===== config.mk =====
export PLATFORM = sky130hd
export DESIGN_NAME = hazard_ctrl
export DESIGN_NICKNAME = d
export VERILOG_FILES = /design/src/rtl/hazard_ctrl.sv
export SDC_FILE = /design/constraint.sdc
export NUM_CORES = 1
export LEC_CHECK = 0
export ABC_AREA = 1
export CAP_MARGIN = 10
export CORE_MARGIN = 5
export CORE_UTILIZATION = 37
export DETAILED_ROUTE_END_ITERATION = 7
export PLACE_DENSITY = 0.79
export SYNTH_ARGS = -nofsm -noshare
export SYNTH_HDL_FRONTEND = slang
export SYNTH_SLANG_ARGS = --single-unit
export TNS_END_PERCENT = 30

===== constraint.sdc =====
create_clock -name CLK -period 1.5 [get_ports CLK]
set_input_delay 0.3 -clock CLK [delete_from_list [all_inputs] [get_ports CLK]]
set_output_delay 0.3 -clock CLK [all_outputs]
set_load 0.01 [all_outputs]

===== src/rtl/hazard_ctrl.sv =====
// Hazard controller for the 5-stage pipeline: forwarding selects, stall/flush/freeze controls, stall counter.
// Optional feature macro: HAZARD_FWD_EN (defined = operand forwarding + load-use stalls; undefined = RAW stalls, no forwarding).
module hazard_ctrl #(
   parameter int RA_W  = 5,
   parameter int CNT_W = 16
) (
   input  logic             CLK,
   input  logic             RSTn,
   input  logic [RA_W-1:0]  ID_rs1,
   input  logic [RA_W-1:0]  ID_rs2,
   input  logic             ID_use_rs1,
   input  logic             ID_use_rs2,
   input  logic [RA_W-1:0]  EX_rs1,
   input  logic [RA_W-1:0]  EX_rs2,
   input  logic [RA_W-1:0]  EX_rd,
   input  logic             EX_reg_write,
   input  logic             EX_mem_read,
   input  logic [RA_W-1:0]  MEM_rd,
   input  logic             MEM_reg_write,
   input  logic [RA_W-1:0]  WB_rd,
   input  logic             WB_reg_write,
   input  logic             EX_br_taken,
   input  logic             MEM_req,
   input  logic             MEM_ready,
   input  logic             CNT_clr,
   output logic             PC_write,
   output logic             IFID_write,
   output logic             IDEX_write,
   output logic             EXMEM_write,
   output logic             IFID_flush,
   output logic             IDEX_flush,
   output logic             MEMWB_bubble,
   output logic             PC_br_sel,
   output logic [1:0]       forwardA,
   output logic [1:0]       forwardB,
   output logic [CNT_W-1:0] STALL_CNT
);

   typedef enum logic {RUN, MEM_WAIT} state_t;

   state_t     state;
   logic       freeze;
   logic       br;
   logic       hit;
   logic       src1_v;
   logic       src2_v;
   logic [1:0] fwd_a;
   logic [1:0] fwd_b;

   // Freeze is combinational so it asserts in the very cycle the memory first stalls.
   assign freeze = (state == MEM_WAIT) ? !MEM_ready : (MEM_req && !MEM_ready);
   assign br     = !freeze && EX_br_taken;

   assign src1_v = ID_use_rs1 && (ID_rs1 != '0);
   assign src2_v = ID_use_rs2 && (ID_rs2 != '0);

`ifdef HAZARD_FWD_EN
   logic unused_sigs;
   assign unused_sigs = EX_reg_write;

   assign hit = EX_mem_read && (EX_rd != '0) &&
                ((src1_v && (ID_rs1 == EX_rd)) || (src2_v && (ID_rs2 == EX_rd)));

   function automatic logic [1:0] fwd_sel(input logic [RA_W-1:0] rs);
      if (MEM_reg_write && (MEM_rd != '0) && (MEM_rd == rs))
         return 2'b10;
      else if (WB_reg_write && (WB_rd != '0) && (WB_rd == rs))
         return 2'b01;
      else
         return 2'b00;
   endfunction

   assign fwd_a = fwd_sel(EX_rs1);
   assign fwd_b = fwd_sel(EX_rs2);
`else
   logic unused_sigs;
   assign unused_sigs = ^{EX_rs1, EX_rs2, EX_mem_read, WB_rd, WB_reg_write};

   // WB producers need no check: the register file writes on the opposite edge.
   logic ex_hit;
   logic mem_hit;
   assign ex_hit  = EX_reg_write &&
                    ((src1_v && (ID_rs1 == EX_rd)) || (src2_v && (ID_rs2 == EX_rd)));
   assign mem_hit = MEM_reg_write &&
                    ((src1_v && (ID_rs1 == MEM_rd)) || (src2_v && (ID_rs2 == MEM_rd)));
   assign hit     = ex_hit || mem_hit;
   assign fwd_a   = 2'b00;
   assign fwd_b   = 2'b00;
`endif

   // Priority: reset > freeze > branch > stall > normal.
   always_comb begin
      PC_write     = 1'b1;
      IFID_write   = 1'b1;
      IDEX_write   = 1'b1;
      EXMEM_write  = 1'b1;
      IFID_flush   = 1'b0;
      IDEX_flush   = 1'b0;
      MEMWB_bubble = 1'b0;
      PC_br_sel    = 1'b0;
      forwardA     = fwd_a;
      forwardB     = fwd_b;
      if (!RSTn) begin
         PC_write     = 1'b0;
         IFID_write   = 1'b0;
         IDEX_write   = 1'b0;
         EXMEM_write  = 1'b0;
         IFID_flush   = 1'b1;
         IDEX_flush   = 1'b1;
         MEMWB_bubble = 1'b1;
         forwardA     = 2'b00;
         forwardB     = 2'b00;
      end else if (freeze) begin
         PC_write     = 1'b0;
         IFID_write   = 1'b0;
         IDEX_write   = 1'b0;
         EXMEM_write  = 1'b0;
         MEMWB_bubble = 1'b1;
      end else if (br) begin
         PC_br_sel    = 1'b1;
         IFID_flush   = 1'b1;
         IDEX_flush   = 1'b1;
      end else if (hit) begin
         PC_write     = 1'b0;
         IFID_write   = 1'b0;
         IDEX_flush   = 1'b1;
      end
   end

   always_ff @(posedge CLK or negedge RSTn) begin
      if (!RSTn) begin
         state <= RUN;
      end else begin
         case (state)
            RUN:      if (MEM_req && !MEM_ready) state <= MEM_WAIT;
            MEM_WAIT: if (MEM_ready)             state <= RUN;
            default:                             state <= RUN;
         endcase
      end
   end

   always_ff @(posedge CLK or negedge RSTn) begin
      if (!RSTn)
         STALL_CNT <= '0;
      else if (CNT_clr)
         STALL_CNT <= '0;
      else if (!PC_write && (STALL_CNT != {CNT_W{1'b1}}))
         STALL_CNT <= STALL_CNT + {{(CNT_W-1){1'b0}}, 1'b1};
   end

endmodule


==> metrics <==
worst setup margin=-0.102 ns; CTS Buffer Depth=2; Initial Util=between 30% and 40%; Core Area=4000 um2; # fillers=359; Initial DRC Count=about 110; Final Util=approximately three fifths; Hold Path Class=in2async; Final Cycle Share=107%; Synth area leader=dfrtp_1; Wirelength per Cell=~13 um; PwrDens=a little under 500 nW/um2; gr ovfl total=0; Synth area leaders=dfrtp_1 (28%), nand2_1 (14%), xor2_1 (13%); FF-to-FF path depth=11; max_cap viols=0; Max stage delay on crit path=roughly 0.15 ns; wire length on met2=between 2000 and 2500 um; Final Slew Violations=0; M1 wire length=about 1900 um; crit path capture type=output port; CP top delay family=simple AND/OR/NAND/NOR gates; Worst EP required=between 1 and 1.5 ns; CP Cell Sequence=buf_6 -> xnor2_2 -> nand2_1 -> nor2_1 -> nand3_1 -> nand2_1 -> nand2_1 -> nand2_2 -> nand2_2 -> nand2_4 -> inv_4 -> buf_6; cts bufs inserted=3; Max Used Layer=met4; vias in the first global route=1,564; critical path arrival=about 1.3 ns; Post-Route WL=approximately 4500 um; Crit path buffers/inverters=3; antenna violations before repair=0; placed cells=343; Layout area overhead=57.9%; register area share after synthesis=between 20 and 30%; clk slew on worst S/H paths=0.06 ns; met3 wire len=between 150 and 200 um; Critical-path top delay cell=xnor2_2; CTS H-tree depth=1; Worst-Skew Late Latency=0.25 ns; syn_area_per_cell=roughly 6.8 um2; P_leak=between 0.001 and 0.0015 uW; CTS Root Buffer Type=clkbuf_8; Yosys reg bits=17; CTS tree=yes; Layout Nets=between 300 and 400; area share of the largest cell type after synthesis=27.7%; Tmin final=1.60 ns; FP Rows=23; Peak Freq=between 0.6 and 0.7 GHz; layout cells sized above 1=roughly 33%; first-pass GRT wire length=7210 um; die footprint=~5500 um2; Setup CP Type=in2out; DRT antenna net count=0; outcome=complete, but fails checks; Vias=between 1,500 and 2,000; YS warnings=0; cts hold-fix bufs=0; top-level I/O count=75; HPWL Detailed=around 3200 um; Post-Synthesis Cell Area=approximately 1500 um2; Crit. path cell count=12; die height=roughly 74 um; placed cell areas=between 2000 and 2500 um2; Worst Skew=between 0.001 and 0.0015 ns; Final Setup Violations=19; worst-case vdd ir drop=between 0.0004 and 0.0005 V; Post-Layout Cell Count=351; drt drc=0; GPL Wtd Cong=a little under 0.9; most used cell, CP=nand2_1; failing checks=setup timing; clock sinks=17; GRT Total Usage=16.4%; Syn Inst Count=227; average vias per placed instance=approximately 4.7; Final Hold Vio Count=0; CP max FO=3; Port Buffers=53; Finished Cell Area=roughly 2400 um2; CP Launch Type=input port; unrepaired setup endpoints after global routing=yes; largest net degree at the start of global routing=33; DR pass1 iterations=4; die extent in x=74.4 um; Antenna diodes=0; unique cell type count in the Yosys netlist=23
## path summary, 6_finish.rpt
kind | slack (ns) | start | end
setup / recovery | -0.10 | MEM_rd[1] | PC_write
hold / removal | 0.16 | RSTn | STALL_CNT[8]$_DFFE_PN0P_
setup reg to reg | -0.08 | STALL_CNT[1]$_DFFE_PN0P_ | STALL_CNT[5]$_DFFE_PN0P_
hold reg to reg | 0.57 | state$_DFF_PN0_ | state$_DFF_PN0_
max in group asynchronous | 1.16 | RSTn | STALL_CNT[0]$_DFFE_PN0P_
min in group CLK | 0.36 | MEM_ready | state$_DFF_PN0_
## registers in the layout, summed over array words and instances, names as in the netlist
| signal | count |
|---|---|
| state | 1 |
| STALL_CNT | 16 |
## metrics by stage
step,setup WS (ns),hold slack [ns],TNS (ns),power [uW]
floorplan,-0.166,0.00441,-2.09,641
global placement,-0.862,0.534,-16.19,817
detailed placement,-0.906,0.537,-16.82,822
CTS,-0.109,0.168,-1.03,1170
global route,-0.244,0.183,-3.72,1250
finish,-0.102,0.162,-1.17,1180
## cell type report
cell class / instances / area, um2 / area share (%)
Tap cell: 50 / 62.6 / 2.58
Sequential cell: 17 / 432 / 17.8
Clock buffer: 4 / 45.0 / 1.86
Multi-Input combinational cell: 173 / 1080 / 44.7
Timing Repair Buffer: 78 / 689 / 28.4
Inverter: 29 / 111 / 4.59
## Yosys cell counts
library cell and n:
nand3b_1 2, nand3_4 1, nand2_4 2, nand4_1 18, nor4_1 1, buf_1 2, inv_1 26, nand4_2 1
buf_6 1, nor2_1 28, buf_4 6, nand2_1 56, nand3_1 25, inv_2 3, ha_1 1, nor2_2 2
dfrtp_1 17, buf_2 2, conb_1 1, xnor2_1 8, xor2_1 22, a21oi_1 1, clkbuf_1 1
## power breakdown
group          switching (uW)  internal, uW
registers                7.76           468
clock network             152           188
logic                     184           183
total                     344           839
## cells by family after synthesis
family	Yosys count	share of synthesized area, %
fa+ha+maj	1	0.815
buf+inv	41	12.1
flops	17	27.7
other cells	1	0.244
simple gates	136	41.6
compound gates	1	0.326
xor+xnor	30	17.1
## per-layer routing
metal	global-route usage, %	vias to the layer above
li1	-	864
met1	21.6	750
met2	28.2	33
met3	3.38	6
met4	2.96	0
met5	0	-
## cell usage in the layout (no fill, tap or decap), types with 8 or more instances in the layout
| cell type | n |
|---|---|
| nand2_1 | 51 |
| nor2_1 | 23 |
| xor2_1 | 22 |
| nand3_1 | 22 |
| buf_4 | 22 |
| inv_1 | 21 |
| dlygate4sd2_1 | 21 |
| nand4_1 | 18 |
| buf_2 | 13 |
| dfrtp_1 | 12 |
| buf_6 | 12 |
| xnor2_2 | 8 |
## repair_timing
item / 4_1_cts / 5_1_grt
resized for setup: 169 / 27
endpoints found under the setup margin: 40 / 24
endpoints found under the hold margin: 0 / 0
gates cloned: 1 / 0
buffers inserted: 3 / 0
pin swaps: 44 / 29
Note: power is estimated with default switching activity, not from simulation.
